<file path="src/rtl/mips_cpu_load_writeback_if.sv">
// Word-wide Avalon-style read bus between the load unit and data memory.
// The load unit is the master; the memory (or a bench model) is the slave.
interface mips_cpu_load_writeback_if;
  logic [31:0] mem_address;
  logic        mem_read;
  logic [3:0]  mem_byteenable;
  logic        mem_waitrequest;
  logic [31:0] mem_readdata;

  modport master (
    output mem_address,
    output mem_read,
    output mem_byteenable,
    input  mem_waitrequest,
    input  mem_readdata
  );

  modport slave (
    input  mem_address,
    input  mem_read,
    input  mem_byteenable,
    output mem_waitrequest,
    output mem_readdata
  );
endinterface

</file>
<file path="src/rtl/mips_cpu_load_writeback.sv">
// Single MIPS load: aligned word read, lane extraction / LWL-LWR merge,
// then one register-file write. All outputs come straight from flops.
module mips_cpu_load_writeback #(
  parameter int unsigned WAIT_LIMIT = 255
) (
  input  logic                             clk,
  input  logic                             reset,
  input  logic                             start,
  input  logic [2:0]                       load_type,
  input  logic [31:0]                      address,
  input  logic [4:0]                       dest_reg,
  input  logic [31:0]                      rt_value,
  output logic                             busy,
  output logic                             done,
  output logic                             error,
  mips_cpu_load_writeback_if.master        mem,
  output logic                             write_enable,
  output logic [4:0]                       write_reg,
  output logic [31:0]                      write_data
);

  localparam logic [2:0] LT_LB  = 3'd0;
  localparam logic [2:0] LT_LH  = 3'd1;
  localparam logic [2:0] LT_LWL = 3'd2;
  localparam logic [2:0] LT_LW  = 3'd3;
  localparam logic [2:0] LT_LBU = 3'd4;
  localparam logic [2:0] LT_LHU = 3'd5;
  localparam logic [2:0] LT_LWR = 3'd6;

  localparam int CNT_W = (WAIT_LIMIT > 1) ? $clog2(WAIT_LIMIT + 1) : 1;
  localparam logic [CNT_W:0] LIMIT_V = (CNT_W + 1)'(WAIT_LIMIT);

  typedef enum logic [1:0] {
    IDLE = 2'd0,
    REQ  = 2'd1,
    WB   = 2'd2,
    ERR  = 2'd3
  } state_t;

  function automatic logic misaligned(input logic [2:0] t, input logic [1:0] off);
    logic bad;
    case (t)
      LT_LH, LT_LHU: bad = off[0];
      LT_LW:         bad = (off != 2'b00);
      LT_LB, LT_LBU, LT_LWL, LT_LWR: bad = 1'b0;
      default:       bad = 1'b1;
    endcase
    return bad;
  endfunction

  // Lane select with extension, or the unaligned-word merge against rt.
  function automatic logic [31:0] extract(input logic [2:0]  t,
                                          input logic [1:0]  k,
                                          input logic [31:0] w,
                                          input logic [31:0] r);
    logic signed [7:0]  b;
    logic signed [15:0] h;
    logic signed [31:0] sb;
    logic signed [31:0] sh;
    logic [4:0]         shl;
    logic [4:0]         shr;
    logic [31:0]        res;
    b   = w[{k, 3'b000} +: 8];
    h   = k[1] ? w[31:16] : w[15:0];
    sb  = 32'(b);
    sh  = 32'(h);
    shl = {~k, 3'b000};
    shr = {k, 3'b000};
    case (t)
      LT_LB:   res = sb;
      LT_LBU:  res = {24'b0, b};
      LT_LH:   res = sh;
      LT_LHU:  res = {16'b0, h};
      LT_LW:   res = w;
      LT_LWL:  res = (w << shl) | (r & ~(32'hFFFF_FFFF << shl));
      LT_LWR:  res = (w >> shr) | (r & ~(32'hFFFF_FFFF >> shr));
      default: res = '0;
    endcase
    return res;
  endfunction

  state_t            state_q, state_d;
  logic [2:0]        type_p0, type_d;
  logic [31:0]       addr_p0, addr_d;
  logic [4:0]        dest_p0, dest_d;
  logic [31:0]       rt_p0, rt_d;
  logic [CNT_W-1:0]  cnt_q, cnt_d;
  logic [CNT_W:0]    cnt_inc;

  logic [31:0]       mem_addr_q, mem_addr_d;
  logic              mem_read_q, mem_read_d;
  logic [3:0]        mem_be_q, mem_be_d;
  logic              we_q, we_d;
  logic [4:0]        wreg_q, wreg_d;
  logic [31:0]       wdata_p1, wdata_d;
  logic              done_q, done_d;
  logic              error_q, error_d;

  assign cnt_inc = {1'b0, cnt_q} + (CNT_W + 1)'(1);

  always_comb begin
    state_d    = state_q;
    type_d     = type_p0;
    addr_d     = addr_p0;
    dest_d     = dest_p0;
    rt_d       = rt_p0;
    cnt_d      = cnt_q;
    mem_addr_d = mem_addr_q;
    mem_read_d = 1'b0;
    mem_be_d   = 4'b0000;
    we_d       = 1'b0;
    wreg_d     = wreg_q;
    wdata_d    = wdata_p1;
    done_d     = 1'b0;
    error_d    = 1'b0;

    case (state_q)
      // Accept a request: capture operands and reject illegal forms up front.
      IDLE: begin
        if (start) begin
          type_d = load_type;
          addr_d = address;
          dest_d = dest_reg;
          rt_d   = rt_value;
          cnt_d  = '0;
          if (misaligned(load_type, address[1:0])) begin
            state_d = ERR;
            error_d = 1'b1;
          end else begin
            state_d    = REQ;
            mem_read_d = 1'b1;
            mem_be_d   = 4'b1111;
            mem_addr_d = {address[31:2], 2'b00};
          end
        end
      end

      // Bus phase: hold the read until the slave stops stalling.
      REQ: begin
        if (!mem.mem_waitrequest) begin
          state_d = WB;
          wdata_d = extract(type_p0, addr_p0[1:0], mem.mem_readdata, rt_p0);
          wreg_d  = dest_p0;
          we_d    = (dest_p0 != 5'd0);
          done_d  = 1'b1;
        end else if ((WAIT_LIMIT != 0) && (cnt_inc == LIMIT_V)) begin
          state_d = ERR;
          error_d = 1'b1;
        end else begin
          if (WAIT_LIMIT != 0) cnt_d = cnt_inc[CNT_W-1:0];
          mem_read_d = 1'b1;
          mem_be_d   = 4'b1111;
        end
      end

      WB:      state_d = IDLE;
      ERR:     state_d = IDLE;
      default: state_d = IDLE;
    endcase
  end

  always_ff @(posedge clk or negedge reset) begin
    if (!reset) begin
      state_q    <= IDLE;
      type_p0    <= '0;
      addr_p0    <= '0;
      dest_p0    <= '0;
      rt_p0      <= '0;
      cnt_q      <= '0;
      mem_addr_q <= '0;
      mem_read_q <= 1'b0;
      mem_be_q   <= 4'b0000;
      we_q       <= 1'b0;
      wreg_q     <= '0;
      wdata_p1   <= '0;
      done_q     <= 1'b0;
      error_q    <= 1'b0;
    end else begin
      state_q    <= state_d;
      type_p0    <= type_d;
      addr_p0    <= addr_d;
      dest_p0    <= dest_d;
      rt_p0      <= rt_d;
      cnt_q      <= cnt_d;
      mem_addr_q <= mem_addr_d;
      mem_read_q <= mem_read_d;
      mem_be_q   <= mem_be_d;
      we_q       <= we_d;
      wreg_q     <= wreg_d;
      wdata_p1   <= wdata_d;
      done_q     <= done_d;
      error_q    <= error_d;
    end
  end

  assign busy               = (state_q != IDLE);
  assign done               = done_q;
  assign error              = error_q;
  assign mem.mem_address    = mem_addr_q;
  assign mem.mem_read       = mem_read_q;
  assign mem.mem_byteenable = mem_be_q;
  assign write_enable       = we_q;
  assign write_reg          = wreg_q;
  assign write_data         = wdata_p1;

endmodule

</file>
<file path="src/flat_wrapper.sv">
// flat-port wrapper written by rule: the top's interface ports become plain ports
module mips_cpu_load_writeback_flat 
#(
  parameter int unsigned WAIT_LIMIT = 255
)
  (clk, reset, start, load_type, address, dest_reg, rt_value, busy, done, error, write_enable, write_reg, write_data, mem_mem_address, mem_mem_read, mem_mem_byteenable, mem_mem_waitrequest, mem_mem_readdata);
  mips_cpu_load_writeback_if mem_i ();
  input  logic clk;
  input  logic reset;
  input  logic start;
  input  logic [2:0] load_type;
  input  logic [31:0] address;
  input  logic [4:0] dest_reg;
  input  logic [31:0] rt_value;
  output logic busy;
  output logic done;
  output logic error;
  output logic write_enable;
  output logic [4:0] write_reg;
  output logic [31:0] write_data;
  output wire logic [$bits(mem_i.mem_address)-1:0] mem_mem_address;
  output wire logic [$bits(mem_i.mem_read)-1:0] mem_mem_read;
  output wire logic [$bits(mem_i.mem_byteenable)-1:0] mem_mem_byteenable;
  input wire logic [$bits(mem_i.mem_waitrequest)-1:0] mem_mem_waitrequest;
  input wire logic [$bits(mem_i.mem_readdata)-1:0] mem_mem_readdata;
  assign mem_mem_address = mem_i.mem_address;
  assign mem_mem_read = mem_i.mem_read;
  assign mem_mem_byteenable = mem_i.mem_byteenable;
  assign mem_i.mem_waitrequest = mem_mem_waitrequest;
  assign mem_i.mem_readdata = mem_mem_readdata;
  mips_cpu_load_writeback #(.WAIT_LIMIT(WAIT_LIMIT)) u_core (.clk(clk), .reset(reset), .start(start), .load_type(load_type), .address(address), .dest_reg(dest_reg), .rt_value(rt_value), .busy(busy), .done(done), .error(error), .mem(mem_i), .write_enable(write_enable), .write_reg(write_reg), .write_data(write_data));
endmodule
</file>
<file path="config.mk">
export PLATFORM = sky130hd
export DESIGN_NAME = mips_cpu_load_writeback_flat
export DESIGN_NICKNAME = d
export VERILOG_FILES = /design/src/rtl/mips_cpu_load_writeback_if.sv /design/src/rtl/mips_cpu_load_writeback.sv /design/src/flat_wrapper.sv
export SDC_FILE = /design/constraint.sdc
export NUM_CORES = 1
export LEC_CHECK = 0
export CORE_AREA = 2 2 143 110
export CTS_BUF_LIST = sky130_fd_sc_hd__clkbuf_4
export DETAILED_ROUTE_END_ITERATION = 6
export DIE_AREA = 0 0 145 112
export PLACE_DENSITY_LB_ADDON = 0.25
export SLEW_MARGIN = 5
export SYNTH_ARGS = -nofsm -noshare
export SYNTH_HDL_FRONTEND = slang
export SYNTH_SLANG_ARGS = --single-unit
</file>
<file path="constraint.sdc">
create_clock -name clk -period 1.75 [get_ports clk]
set_input_delay 0.2625 -clock clk [delete_from_list [all_inputs] [get_ports clk]]
set_output_delay 0.2625 -clock clk [all_outputs]
set_load 0.05 [all_outputs]
</file>
==> reports/qor.yml <==
outcome: "complete, but fails checks"
violations: "negative setup slack"
drv_slew: 0
dp_slack_ns: -0.311
clock_path_buffers: 2
cts_made_buffers: 17
first_iter_violations: 550
antenna_found_initial: 1
vias_per_cell: 5.64
r2r_start: "u_core.addr_p0[0]$_DFFE_PN0P_"
highest_layer: "met4"
place_area_sq_um: 9130
ys_types: 67
synth_top_flop_cell: "dfrtp_1"
worst_pin_slew_ns: 0.702
overflow: 0
p_per_area_nw_per_um2: 1930
cp_slowest_cell: "a222oi_1"
die_w_um: 145
gp_congestion: 0.928
max_freq_ghz: 0.519
skew_ns: 0.0143
critical_path_class: "flip-flop to flip-flop"
portBuffers: 183
die_y_um: 112
dr.pass1.iters: 7
path_cells: "buf_6 -> buf_16 -> a31o_4 -> a222oi_1 -> o21ai_1"
setup.worst_path.start_class: "flip-flop"
synth_compound_area_share_pct: 16.3
start_util_pct: 44.3
syn_inst: 563
cts_root_buf: "clkbuf_4"
worst_path_largest_cell_delay_ns: 0.59
setup_ws_ns: -0.177
synth_mux_area_share_pct: 21.7
rrSetupSlack_ns: -0.18
fin_hold_ws_ns: 0.191
arrival_ns: 2.34
cts_tree: "yes"
cp-endpoint: "u_core.write_data[1]$_DFFE_PN0P_"
synthesis.area_sq_um: 6600
wl_met2_um: 9880
clock_sinks: 123
slew-limit-headroom_pct: 53.2
synth_top_family_by_area: "multiplexers"
leakagePower_nw: 4.58
synthAdderAreaFrac_pct: 0.379
grtUsageTotal_pct: 26.4
yosysSeqAreaShare_pct: 46.6
tns_ns: -2.52
syn_area_per_cell_sq_um: 11.7
endpoint_kind: "flip-flop"
synth_edf_count: 0
htreeDepth: 4
ios: 186
timing.final.hold_violations: 0
drt_wl_total_um: 22200
wire_per_inst_um: 20.4
cp_max_fo: 7
drive_gt1_share_pct: 46.3
yosysWarnings: 0
area_growth_pct: 55.3
grt_first_pass_wirelength_um: 33300
final_nets: 977
rsz0062_at_grt: "yes"
vdd_ir_drop_max_mv: 1.06
nFillCells: 1126
cap_violations: 0
grt_pass1_vias: 5968
synthSimpleGateAreaFrac_pct: 9.71
core_area_sq_um: 14900
clk_latency_ns: 0.55
period_minus_slack_ns: 1.93
synth-seq-cells: 123
critPathLaunch: "u_core.addr_p0[0]$_DFFE_PN0P_"
rows: 39
cts.reportedPaths.clkPinSlew_ns: 0.12
crit_required_ns: 2.16
grt_max_degree: 35
hold_class: "input pin to async pin"
finalSetupViolCount: 35
wl_met3_um: 2030
final_util_pct: 68.8
final_area_sq_um: 10200
die_area_sq_um: 16200
synth-xor-area-share_pct: 0.531
vias: 6134
reg2regPathDepth: 5
async_flop_share_pct: 100
drc: 0
m1WireLength_um: 9940
period_share_pct: 110
dp_hpwl_um: 15500
ant_nets: 0
regToRegEndpoint: "u_core.write_data[1]$_DFFE_PN0P_"
[where the power goes]
part / total (mW) / internal (mW) / switching [mW]
Clock: 2.00 / 0.840 / 1.16
Combinational: 12.6 / 5.67 / 6.93
Sequential: 5.21 / 4.12 / 1.09
[critical path: cells and delay by family, from the launching register on]
family                 cells  cell delay (ns)
DFF                        1             0.50
buffers and inverters      2             0.30
AOI/OAI and AO/OA          3             0.99
[per-layer routing]
layer	track usage, %	up-vias
li1	-	2752
met1	38.0	3050
met2	38.2	287
met3	8.48	45
met4	8.12	0
met5	0	-
[per-stage QoR]
stage	cells	power, mW
global route	1086	20.6
global placement	1004	15.7
CTS	1069	19.0
finish	1087	19.8
floorplan	564	12.0
detailed placement	1004	15.9
[logic make-up (layout without fill, tap and decap cells)]
| logic type | count (synthesis) | count (layout) |
|---|---|---|
| DFF | 123 | 123 |
| adders and majority gates | 2 | 2 |
| buffers and inverters | 56 | 372 |
| other | 1 | 4 |
| AOI/OAI and AO/OA | 138 | 138 |
| xor gates and xnor gates | 4 | 4 |
| and+or+nand+nor | 126 | 126 |
| muxes | 113 | 113 |
[timing repair]
action	in CTS	in global routing
pin swaps	34	35
setup endpoints to repair	55	52
gates cloned	4	1
setup buffers	30	16
endpoints found under the hold margin	52	0
hold buffers	1	0
resized for setup	88	71
[final cells by class]
| class | count | area, sq um | area share, % |
|---|---|---|---|
| antenna | 2 | 5.00 | 0.0488 |
| clock buffer | 17 | 128 | 1.25 |
| clock inverter | 15 | 150 | 1.47 |
| inverter | 8 | 30.0 | 0.293 |
| multi-input combinational | 385 | 3520 | 34.4 |
| sequential | 123 | 3080 | 30.1 |
| tap | 205 | 256 | 2.50 |
| timing repair buffer | 332 | 3070 | 30.0 |
[layout by cell type (no fill, tap or decap), types with 3 or more instances in the layout]
cell type        instances
mux4_2                  12
a22oi_1                 18
buf_4                  164
o21ai_1                 18
mux2i_1                 16
nor2_4                   4
a222oi_1                 8
mux2_4                   4
clkdlybuf4s50_1        106
dfrtp_2                  5
a221oi_2                 8
inv_1                    7
a22o_1                  15
buf_8                    3
nand3_1                 11
nand2_1                 52
buf_12                  10
a21oi_1                  4
o21ai_0                 10
dfrtp_1                118
nor3_1                   3
a221o_1                  9
a21oi_2                  4
mux2_2                  76
a31oi_1                  6
clkdlybuf4s15_1          5
a22oi_2                  6
nor2_1                  14
nand3_2                  6
buf_6                   27
clkinvlp_4               5
o21ai_2                  5
clkbuf_2                 8
dlygate4sd2_1            5
clkbuf_4                17
a21o_1                   8
and3_1                   4
[worst min path at each step]
stage / end / slack [ns]
floorplan: u_core.addr_p0[0]$_DFFE_PN0P_ / -0.03
finish: u_core.mem.mem_address[28]$_DFFE_PN0P_ / 0.19
global placement: u_core.mem.mem_address[24]$_DFFE_PN0P_ / 0.23
CTS: u_core.mem.mem_address[24]$_DFFE_PN0P_ / 0.16
detailed placement: u_core.mem.mem_address[28]$_DFFE_PN0P_ / 0.24
global route: u_core.mem.mem_address[24]$_DFFE_PN0P_ / 0.18
[synthesized netlist by cell type (3+ instances only)]
library cell | number | area [sq um]
dfrtp_1 | 123 | 3080
mux2_2 | 80 | 901
nand2_1 | 52 | 195
a22oi_1 | 23 | 173
buf_2 | 20 | 100
nor2_1 | 18 | 67.6
o21ai_0 | 18 | 90.1
nand3_1 | 17 | 85.1
mux2i_1 | 16 | 160
a22o_1 | 15 | 131
o21ai_1 | 15 | 75.1
buf_4 | 12 | 90.1
a221o_1 | 9 | 90.1
a221oi_1 | 9 | 78.8
clkbuf_1 | 9 | 33.8
mux4_2 | 9 | 203
a21o_1 | 8 | 60.1
a222oi_1 | 8 | 80.1
a21oi_1 | 7 | 35.0
inv_1 | 7 | 26.3
a31oi_1 | 6 | 37.5
and3_1 | 6 | 37.5
mux4_1 | 5 | 131
buf_6 | 4 | 45.0
nor3_1 | 4 | 20.0
xnor2_1 | 4 | 35.0
a311oi_1 | 3 | 26.3
nor2b_1 | 3 | 18.8
nor3b_1 | 3 | 22.5
nor4_1 | 3 | 18.8
(Power assumes the default switching activity.)
